===== config.mk =====
export PLATFORM = sky130hd
export DESIGN_NAME = regfile_2w2r_sb
export DESIGN_NICKNAME = d
export VERILOG_FILES = /design/src/rtl/riscv_pkg.sv /design/src/rtl/reg_scoreboard.sv /design/src/rtl/regfile_2w2r_sb.sv
export SDC_FILE = /design/constraint.sdc
export NUM_CORES = 2
export LEC_CHECK = 0
export CAP_MARGIN = 25
export CORE_AREA = 3 3 321 323
export DETAILED_ROUTE_END_ITERATION = 6
export DIE_AREA = 0 0 324 326
export HOLD_SLACK_MARGIN = 0.1
export PLACE_DENSITY = 0.61
export SLEW_MARGIN = 20
export SYNTH_ARGS = -nofsm -noshare
export SYNTH_HDL_FRONTEND = slang
export SYNTH_SLANG_ARGS = --single-unit

===== constraint.sdc =====
create_clock -name clk -period 24 [get_ports clk]
set_input_delay 6 -clock clk [delete_from_list [all_inputs] [get_ports clk]]
set_output_delay 6 -clock clk [all_outputs]
set_load 0.01 [all_outputs]

===== src/rtl/riscv_pkg.sv =====
// Shared core constants: data width, register count and register index type.
package riscv_pkg;

    localparam int XLEN  = 32;
    localparam int NREGS = 16;
    localparam int AW    = $clog2(NREGS);

    typedef logic [AW-1:0] reg_idx_t;

    localparam reg_idx_t ZERO = '0;

endpackage


===== src/rtl/reg_scoreboard.sv =====
// Per-register busy bits with issue/writeback priority and decode hazard detection.
module reg_scoreboard #(
    parameter  int NREGS = riscv_pkg::NREGS,
    localparam int AW    = $clog2(NREGS)
) (
    input  logic             clk,
    input  logic             reset,
    input  logic [AW-1:0]    rs1,
    input  logic [AW-1:0]    rs2,
    input  logic             issue_valid,
    input  logic [AW-1:0]    issue_rd,
    input  logic             we0,
    input  logic [AW-1:0]    rd0,
    input  logic             we1,
    input  logic [AW-1:0]    rd1,
    output logic             hazard,
    output logic [NREGS-1:0] busy_vec
);

    logic [NREGS-1:0] busy_q;
    logic [NREGS-1:0] busy_d;
    logic [NREGS-1:0] wr_vec;
    logic [NREGS-1:0] pend_vec;

    always_comb begin
        busy_d   = '0;
        wr_vec   = '0;
        pend_vec = '0;
        for (int r = 1; r < NREGS; r++) begin
            wr_vec[r]   = (we0 && rd0 == AW'(r)) || (we1 && rd1 == AW'(r));
            // A register being written now is covered by the bypass.
            pend_vec[r] = busy_q[r] & ~wr_vec[r];
            if (issue_valid && issue_rd == AW'(r)) begin
                busy_d[r] = 1'b1;
            end else if (wr_vec[r]) begin
                busy_d[r] = 1'b0;
            end else begin
                busy_d[r] = busy_q[r];
            end
        end
    end

    always_comb begin
        hazard = pend_vec[rs1] | pend_vec[rs2]
               | (issue_valid & pend_vec[issue_rd]);
    end

    always_ff @(posedge clk or posedge reset) begin
        if (reset) begin
            busy_q <= '0;
        end else begin
            busy_q <= busy_d;
        end
    end

    assign busy_vec = busy_q;

endmodule


===== src/rtl/regfile_2w2r_sb.sv =====
// Integer register file: two registered read ports with write bypass,
// two writeback ports and a busy scoreboard driving the decode stall.
module regfile_2w2r_sb #(
    parameter  int XLEN  = riscv_pkg::XLEN,
    parameter  int NREGS = riscv_pkg::NREGS,
    localparam int AW    = $clog2(NREGS)
) (
    input  logic             clk,
    input  logic             reset,
    input  logic             re,
    input  logic [AW-1:0]    rs1,
    input  logic [AW-1:0]    rs2,
    output logic [XLEN-1:0]  read_data_1,
    output logic [XLEN-1:0]  read_data_2,
    input  logic             we0,
    input  logic [AW-1:0]    rd0,
    input  logic [XLEN-1:0]  wdata0,
    input  logic             we1,
    input  logic [AW-1:0]    rd1,
    input  logic [XLEN-1:0]  wdata1,
    input  logic             issue_valid,
    input  logic [AW-1:0]    issue_rd,
    output logic             hazard,
    output logic [NREGS-1:0] busy_vec
);

    logic [XLEN-1:0] regs_q [1:NREGS-1];
    logic [XLEN-1:0] regs_d [1:NREGS-1];
    logic [XLEN-1:0] rdata1_q, rdata1_d;
    logic [XLEN-1:0] rdata2_q, rdata2_d;

    // WB1 is applied last so it wins a same-index collision.
    always_comb begin
        regs_d = regs_q;
        if (we0 && rd0 != '0) begin
            regs_d[rd0] = wdata0;
        end
        if (we1 && rd1 != '0) begin
            regs_d[rd1] = wdata1;
        end
    end

    // Reading the post-write array gives the bypass for free.
    always_comb begin
        rdata1_d = rdata1_q;
        rdata2_d = rdata2_q;
        if (re) begin
            rdata1_d = (rs1 == '0) ? '0 : regs_d[rs1];
            rdata2_d = (rs2 == '0) ? '0 : regs_d[rs2];
        end
    end

    always_ff @(posedge clk or posedge reset) begin
        if (reset) begin
            for (int i = 1; i < NREGS; i++) begin
                regs_q[i] <= '0;
            end
            rdata1_q <= '0;
            rdata2_q <= '0;
        end else begin
            regs_q   <= regs_d;
            rdata1_q <= rdata1_d;
            rdata2_q <= rdata2_d;
        end
    end

    assign read_data_1 = rdata1_q;
    assign read_data_2 = rdata2_q;

    reg_scoreboard #(
        .NREGS (NREGS)
    ) u_sb (
        .clk         (clk),
        .reset       (reset),
        .rs1         (rs1),
        .rs2         (rs2),
        .issue_valid (issue_valid),
        .issue_rd    (issue_rd),
        .we0         (we0),
        .rd0         (rd0),
        .we1         (we1),
        .rd1         (rd1),
        .hazard      (hazard),
        .busy_vec    (busy_vec)
    );

endmodule


# Word level (Yosys, flattened, before mapping)

Index checks and enable logic that the tools add are counted.
Widths: inputs -> output; s select.

Register bits: 559
Output and inout port bits: 81

$lt $le $gt $ge: 9
Equality and inequality tests: 45
Multiplexer cells: 52
Bitwise gates (word level): 37
Reduce and logical (&&, ||, !) cells: 83

Operator list:

| cell               | number |
|---|---|
| $bwmux 480         | 2 |
| $mux 480           | 2 |
| $bmux 32 s4        | 2 |
| $demux 32 s4       | 2 |
| $mux 32            | 8 |
| $eq 4x4->1 const B | 24 |
| $logic_and 1x1->1  | 49 |
| $eq 4x3->1 const B | 12 |
| $mux 1             | 33 |
| $reduce_bool 2->1  | 15 |
| $eq 4x2->1 const B | 6 |
| $ge 5x5->1 const B | 4 |
| $not 4->5          | 4 |
| $and 1x1->1        | 16 |
| $logic_or 1x1->1   | 15 |
| $lt 4x5->1 const B | 3 |
| $not 1->1          | 15 |
| $bmux 1 s4         | 3 |
| $eq 4x1->1 const B | 3 |
| $lt 5x1->1 const B | 2 |
| $logic_not 4->1    | 2 |
| $reduce_bool 4->1  | 2 |
| $or 1x1->1         | 2 |

# Longest topological paths before layout

Depth after elaboration: 13
Gate-level depth with buffers: 12
Depth with buffers taken out: 8

# Hierarchy

From an unflattened synthesis, not the netlist that was laid out.

Cells, all modules: 4,498
Area, all modules: 37,061.8 um^2

By module, submodules not included:

| module          | instances | cells an instance | area an instance (um^2) | sequential area each (um^2) |
|---|---|---|---|---|
| regfile_2w2r_sb | 1         | 4,315             | 35,545.3                | 13,613.1 |
| reg_scoreboard  | 1         | 183               | 1,516.5                 | 375.4 |

# Worst setup path before layout

OpenSTA, ideal clock, no wires.

Path kind: input to output
Start: input port rd1[0]
End: output port hazard
Arrival time: 7,924 ps
Required time: 18,000 ps
Path slack: 10,076 ps
Cell stages on the path: 9
Buffers on the path: 2
Cell sequence: buf_2 or2_1 or2_1 buf_2 nand3_2 mux2i_1 mux4_2 nand2_1 or4b_1

Word-level cells in the longest chain between the ends: 9
Elaborated cells between the ends (all ways): 84

RTL lines:

| element                                   | line                                       | text |
|---|---|---|
| from (decl)                               | regfile_2w2r_sb.sv:19                      | `input logic [AW-1:0] rd1,` |
| $eq 4x1->1, or another cell as far along  | reg_scoreboard.sv:30                       | `wr_vec[r] = (we0 && rd0 == AW'(r)) \|\| (we1 && rd1 == AW'(r));` |
| $logic_and 1x1->1                         | reg_scoreboard.sv:30                       |  |
| $logic_or 1x1->1                          | reg_scoreboard.sv:30                       |  |
| $not 1->1                                 | reg_scoreboard.sv:32                       | `pend_vec[r] = busy_q[r] & ~wr_vec[r];` |
| $and 1x1->1                               | reg_scoreboard.sv:32                       |  |
| $bmux 1 s4 (on tied branches)             | reg_scoreboard.sv:44, reg_scoreboard.sv:45 |  |
| $mux 1 (on tied branches)                 | reg_scoreboard.sv:44, reg_scoreboard.sv:45 |  |
| $or 1x1->1 or $and 1x1->1 (tied branches) | reg_scoreboard.sv:44, reg_scoreboard.sv:45 |  |
| $or 1x1->1 *                              | reg_scoreboard.sv:45                       | `\| (issue_valid & pend_vec[issue_rd]);` |
| to (decl)                                 | regfile_2w2r_sb.sv:23                      | `output logic hazard,` |

Mark *: on every way between the ends. The rest lies on a longest branch, timed or not. The select of a mux whose other input is x is not followed.

# Final worst setup path

Start: input port rd0[1]
End: output port hazard

Word-level cells in the longest chain between the ends: 9
Elaborated cells between the ends (all ways): 84

RTL lines:

| element                                   | line                                       | text |
|---|---|---|
| from (decl)                               | regfile_2w2r_sb.sv:16                      | `input logic [AW-1:0] rd0,` |
| $eq 4x1->1, or another cell as far along  | reg_scoreboard.sv:30                       |  |
| $logic_and 1x1->1                         | reg_scoreboard.sv:30                       |  |
| $logic_or 1x1->1                          | reg_scoreboard.sv:30                       |  |
| $not 1->1                                 | reg_scoreboard.sv:32                       |  |
| $and 1x1->1                               | reg_scoreboard.sv:32                       |  |
| $bmux 1 s4 (on tied branches)             | reg_scoreboard.sv:44, reg_scoreboard.sv:45 |  |
| $mux 1 (on tied branches)                 | reg_scoreboard.sv:44, reg_scoreboard.sv:45 |  |
| $or 1x1->1 or $and 1x1->1 (tied branches) | reg_scoreboard.sv:44, reg_scoreboard.sv:45 |  |
| $or 1x1->1 *                              | reg_scoreboard.sv:45                       |  |

Marked as above.

==> flow_summary.json <==
{
  "tns_ns": 0,
  "nNetsFinal": 4104,
  "core-area_mm2": 0.100,
  "insertion_delay_ns": 0.65,
  "antenna_found_initial": 2,
  "grt_max_degree": 163,
  "period_share": 0.715,
  "yosys.area.top_type_share": 0.400,
  "initial_core_util": 0.350,
  "cts_sinks": 559,
  "dpl.hpwl_um": 100000,
  "crit_family": "buffers and inverters",
  "n_antenna_cell": 0,
  "die_w_um": 324,
  "routed_wl_um": 166000,
  "utilization": 0.396,
  "design_area_mm2": 0.0396,
  "synth_ff_type": "dfrtp_1",
  "holdPathEnd": "read_data_2[12]",
  "cts-resized-gates": 0,
  "ys_top_cells_by_area": "dfrtp_1, nand3_1, o21ai_0",
  "outcome": "finished with violations",
  "synth_most_common_cell": "dfrtp_1",
  "synth_seq_cells": 559,
  "syn_area_per_cell_um2": 8.40,
  "vias": 36300,
  "crit_type": "in -> out",
  "multi_input_area_mm2": 0.0185,
  "maxSlewViolCount": 0,
  "crit_path_top_delay_cell": "clkdlybuf4s50_1",
  "grt_first_pass_wirelength_um": 240000,
  "synth.distinct_cells": 77,
  "groute.usage.overall": 0.304,
  "critical_path.startpoint": "rd0[1]",
  "layout-drive-gt1-share": 0.0957,
  "timing.rr.end": "read_data_1[2]",
  "violations": "design-rule violations",
  "setup_viol": 0,
  "yosys-top-cells-count": "dfrtp_1, nand3_1, o21ai_0",
  "die_h_um": 326,
  "reg2regPathDepth": 6,
  "syn_area_mm2": 0.0350,
  "slew_headroom": 0.241,
  "p_leak_nw": 16.3,
  "ios": 171,
  "place_congestion": 0.989,
  "synth_fp_nets": 4259,
  "rsz0062_at_grt": "false",
  "die_area_mm2": 0.106,
  "overflow": 0,
  "endpoint_kind": "output pin",
  "crit_arrival_ns": 11.17,
  "total_power_mw": 3.30,
  "syn2layout_area_growth_pct": 13.3,
  "yosys.area.top_type": "dfrtp_1",
  "path_max_fanout": 44,
  "min_path_cells": 1,
  "r2r_setup_slack_ns": 21.81,
  "hold_ws_ns": 0.538,
  "cts_hold_buf": 0,
  "power_density_mw_per_mm2": 83.3,
  "slowest_delay_ns": 1.06,
  "crit_path_cell_trace": "clkdlybuf4s50_1 > nor2b_4 > buf_4 > buf_4 > nand2_1 > nand3_1 > mux4_2 > a2bb2oi_1 > o21ai_0 > or4b_1 > clkdlybuf4s50_1",
  "fillers": 9957,
  "synth_warnings": 0,
  "first_iter_violations": 5985,
  "cp_num_buf_inv": 4,
  "placed_cell_area_mm2": 0.0373,
  "cts_buffers": 67,
  "synthArstFlopShare": 1.00,
  "rows": 116,
  "startpoint_type": "input port",
  "ir_drop_v": 0.0000489,
  "drc": 5,
  "synth_seq_area_share": 0.400,
  "min-delay-start": "read_data_2[12]",
  "min_period_ns": 17.17,
  "required_ns": 18.00,
  "vias_per_cell": 6.78,
  "finalClockSkew_ns": 0.0395,
  "io_buffers": 169,
  "root_buffer": "clkbuf_16",
  "ant_nets": 0,
  "clk_pin_slew_ns": 0.05,
  "clock.fmax_ghz": 0.0583,
  "hold_class": "reg -> reg",
  "syn_inst": 4169,
  "seq_area_mm2": 0.0140,
  "tightest_slew_ns": 1.13,
  "synth_edf_count": 0,
  "cts_setup_buffers": 0,
  "cts.htree.levels": 3,
  "firstDrtPassIters": 7,
  "finalHoldViolations": 0,
  "r2r-start": "regs_q[66]",
  "cts_tree": "done",
  "grt_pass1_vias": 33800,
  "wire_per_inst_um": 31.0,
  "drv_cap": 0,
  "cts_buffer_depth": 3
}
-- worst reg2reg max path: cells and delay by family, from the launching register on --
family | cells | cell delay, ns
DFF | 1 | 0.31
muxes | 1 | 0.12
AOI/OAI and AO/OA | 5 | 1.67
-- metal layers --
layer / vias up / GRT usage / part of all wire
met5: - / 0.000926 / 0.00019
met4: 4 / 0.169 / 0.063
met3: 546 / 0.0956 / 0.13
met2: 2936 / 0.423 / 0.41
met1: 17700 / 0.414 / 0.39
li1: 15200 / - / -
-- worst max-delay path by stage --
stage                                end  slack [ns]  cells past startpoint
final                             hazard        6.83                     11
after global routing              hazard        6.79                     11
after CTS                         hazard        7.02                     11
after detailed placement          hazard        7.04                     11
after global placement            hazard        7.17                     11
after floorplan           read_data_1[0]        2.37                      1
-- cells in the final DEF (no fill, tap or decap), drive strengths merged, types with 15 or more instances in the layout --
master	count
a2111oi	16
mux2i	166
inv	167
dfrtp	559
clkinv	15
a22oi	54
o21ai	414
buf	118
a222oi	20
nor3	141
o211ai	57
o22a	21
nand2b	19
o2bb2ai	34
a211oi	33
a21boi	21
nand2	270
or3	24
nor2	259
and2	16
a22o	53
mux2	40
a221oi	69
o2111ai	25
clkbuf	93
a31oi	165
o221ai	29
a21oi	176
o21a	51
a221o	24
o22ai	93
a21o	31
nand3	471
clkdlybuf4s50	162
-- where the power goes --
group / switching (mW) / total (mW) / internal, mW
logic: 0.611 / 0.972 / 0.361
clock network: 0.446 / 1.08 / 0.634
registers: 0.0826 / 1.25 / 1.17
-- through the flow --
step / std cells / setup slack, ns
after CTS: 5358 / 7.02
final: 5363 / 6.83
after global routing: 5363 / 6.79
after detailed placement: 5238 / 7.04
after floorplan: 4169 / 2.37
after global placement: 5235 / 7.17
-- registers in the layout, indices dropped and copies added, names as in the netlist --
| register | count |
|---|---|
| regs_q | 480 |
| read_data_1 | 32 |
| read_data_2 | 32 |
| u_sb.busy_vec | 15 |
-- cell families (layout without fill, tap and decap cells) --
kind of cell | Yosys count | after routing | share of synthesized area
muxes | 216 | 216 | 0.0668
DFF | 559 | 559 | 0.400
and+or+nand+nor | 1278 | 1278 | 0.172
buffers and inverters | 667 | 563 | 0.0780
other | 1 | 1 | 0.000107
AOI/OAI and AO/OA | 1448 | 1448 | 0.284
-- layout make-up --
cell class | count | share of cell area
clock buffer | 93 | 0.0491
multi-input combinational | 2943 | 0.467
inverter | 163 | 0.0157
timing repair buffer | 280 | 0.0663
clock inverter | 27 | 0.00808
sequential | 559 | 0.353
tap | 1298 | 0.0410
Power figures use the tool's default switching activity.
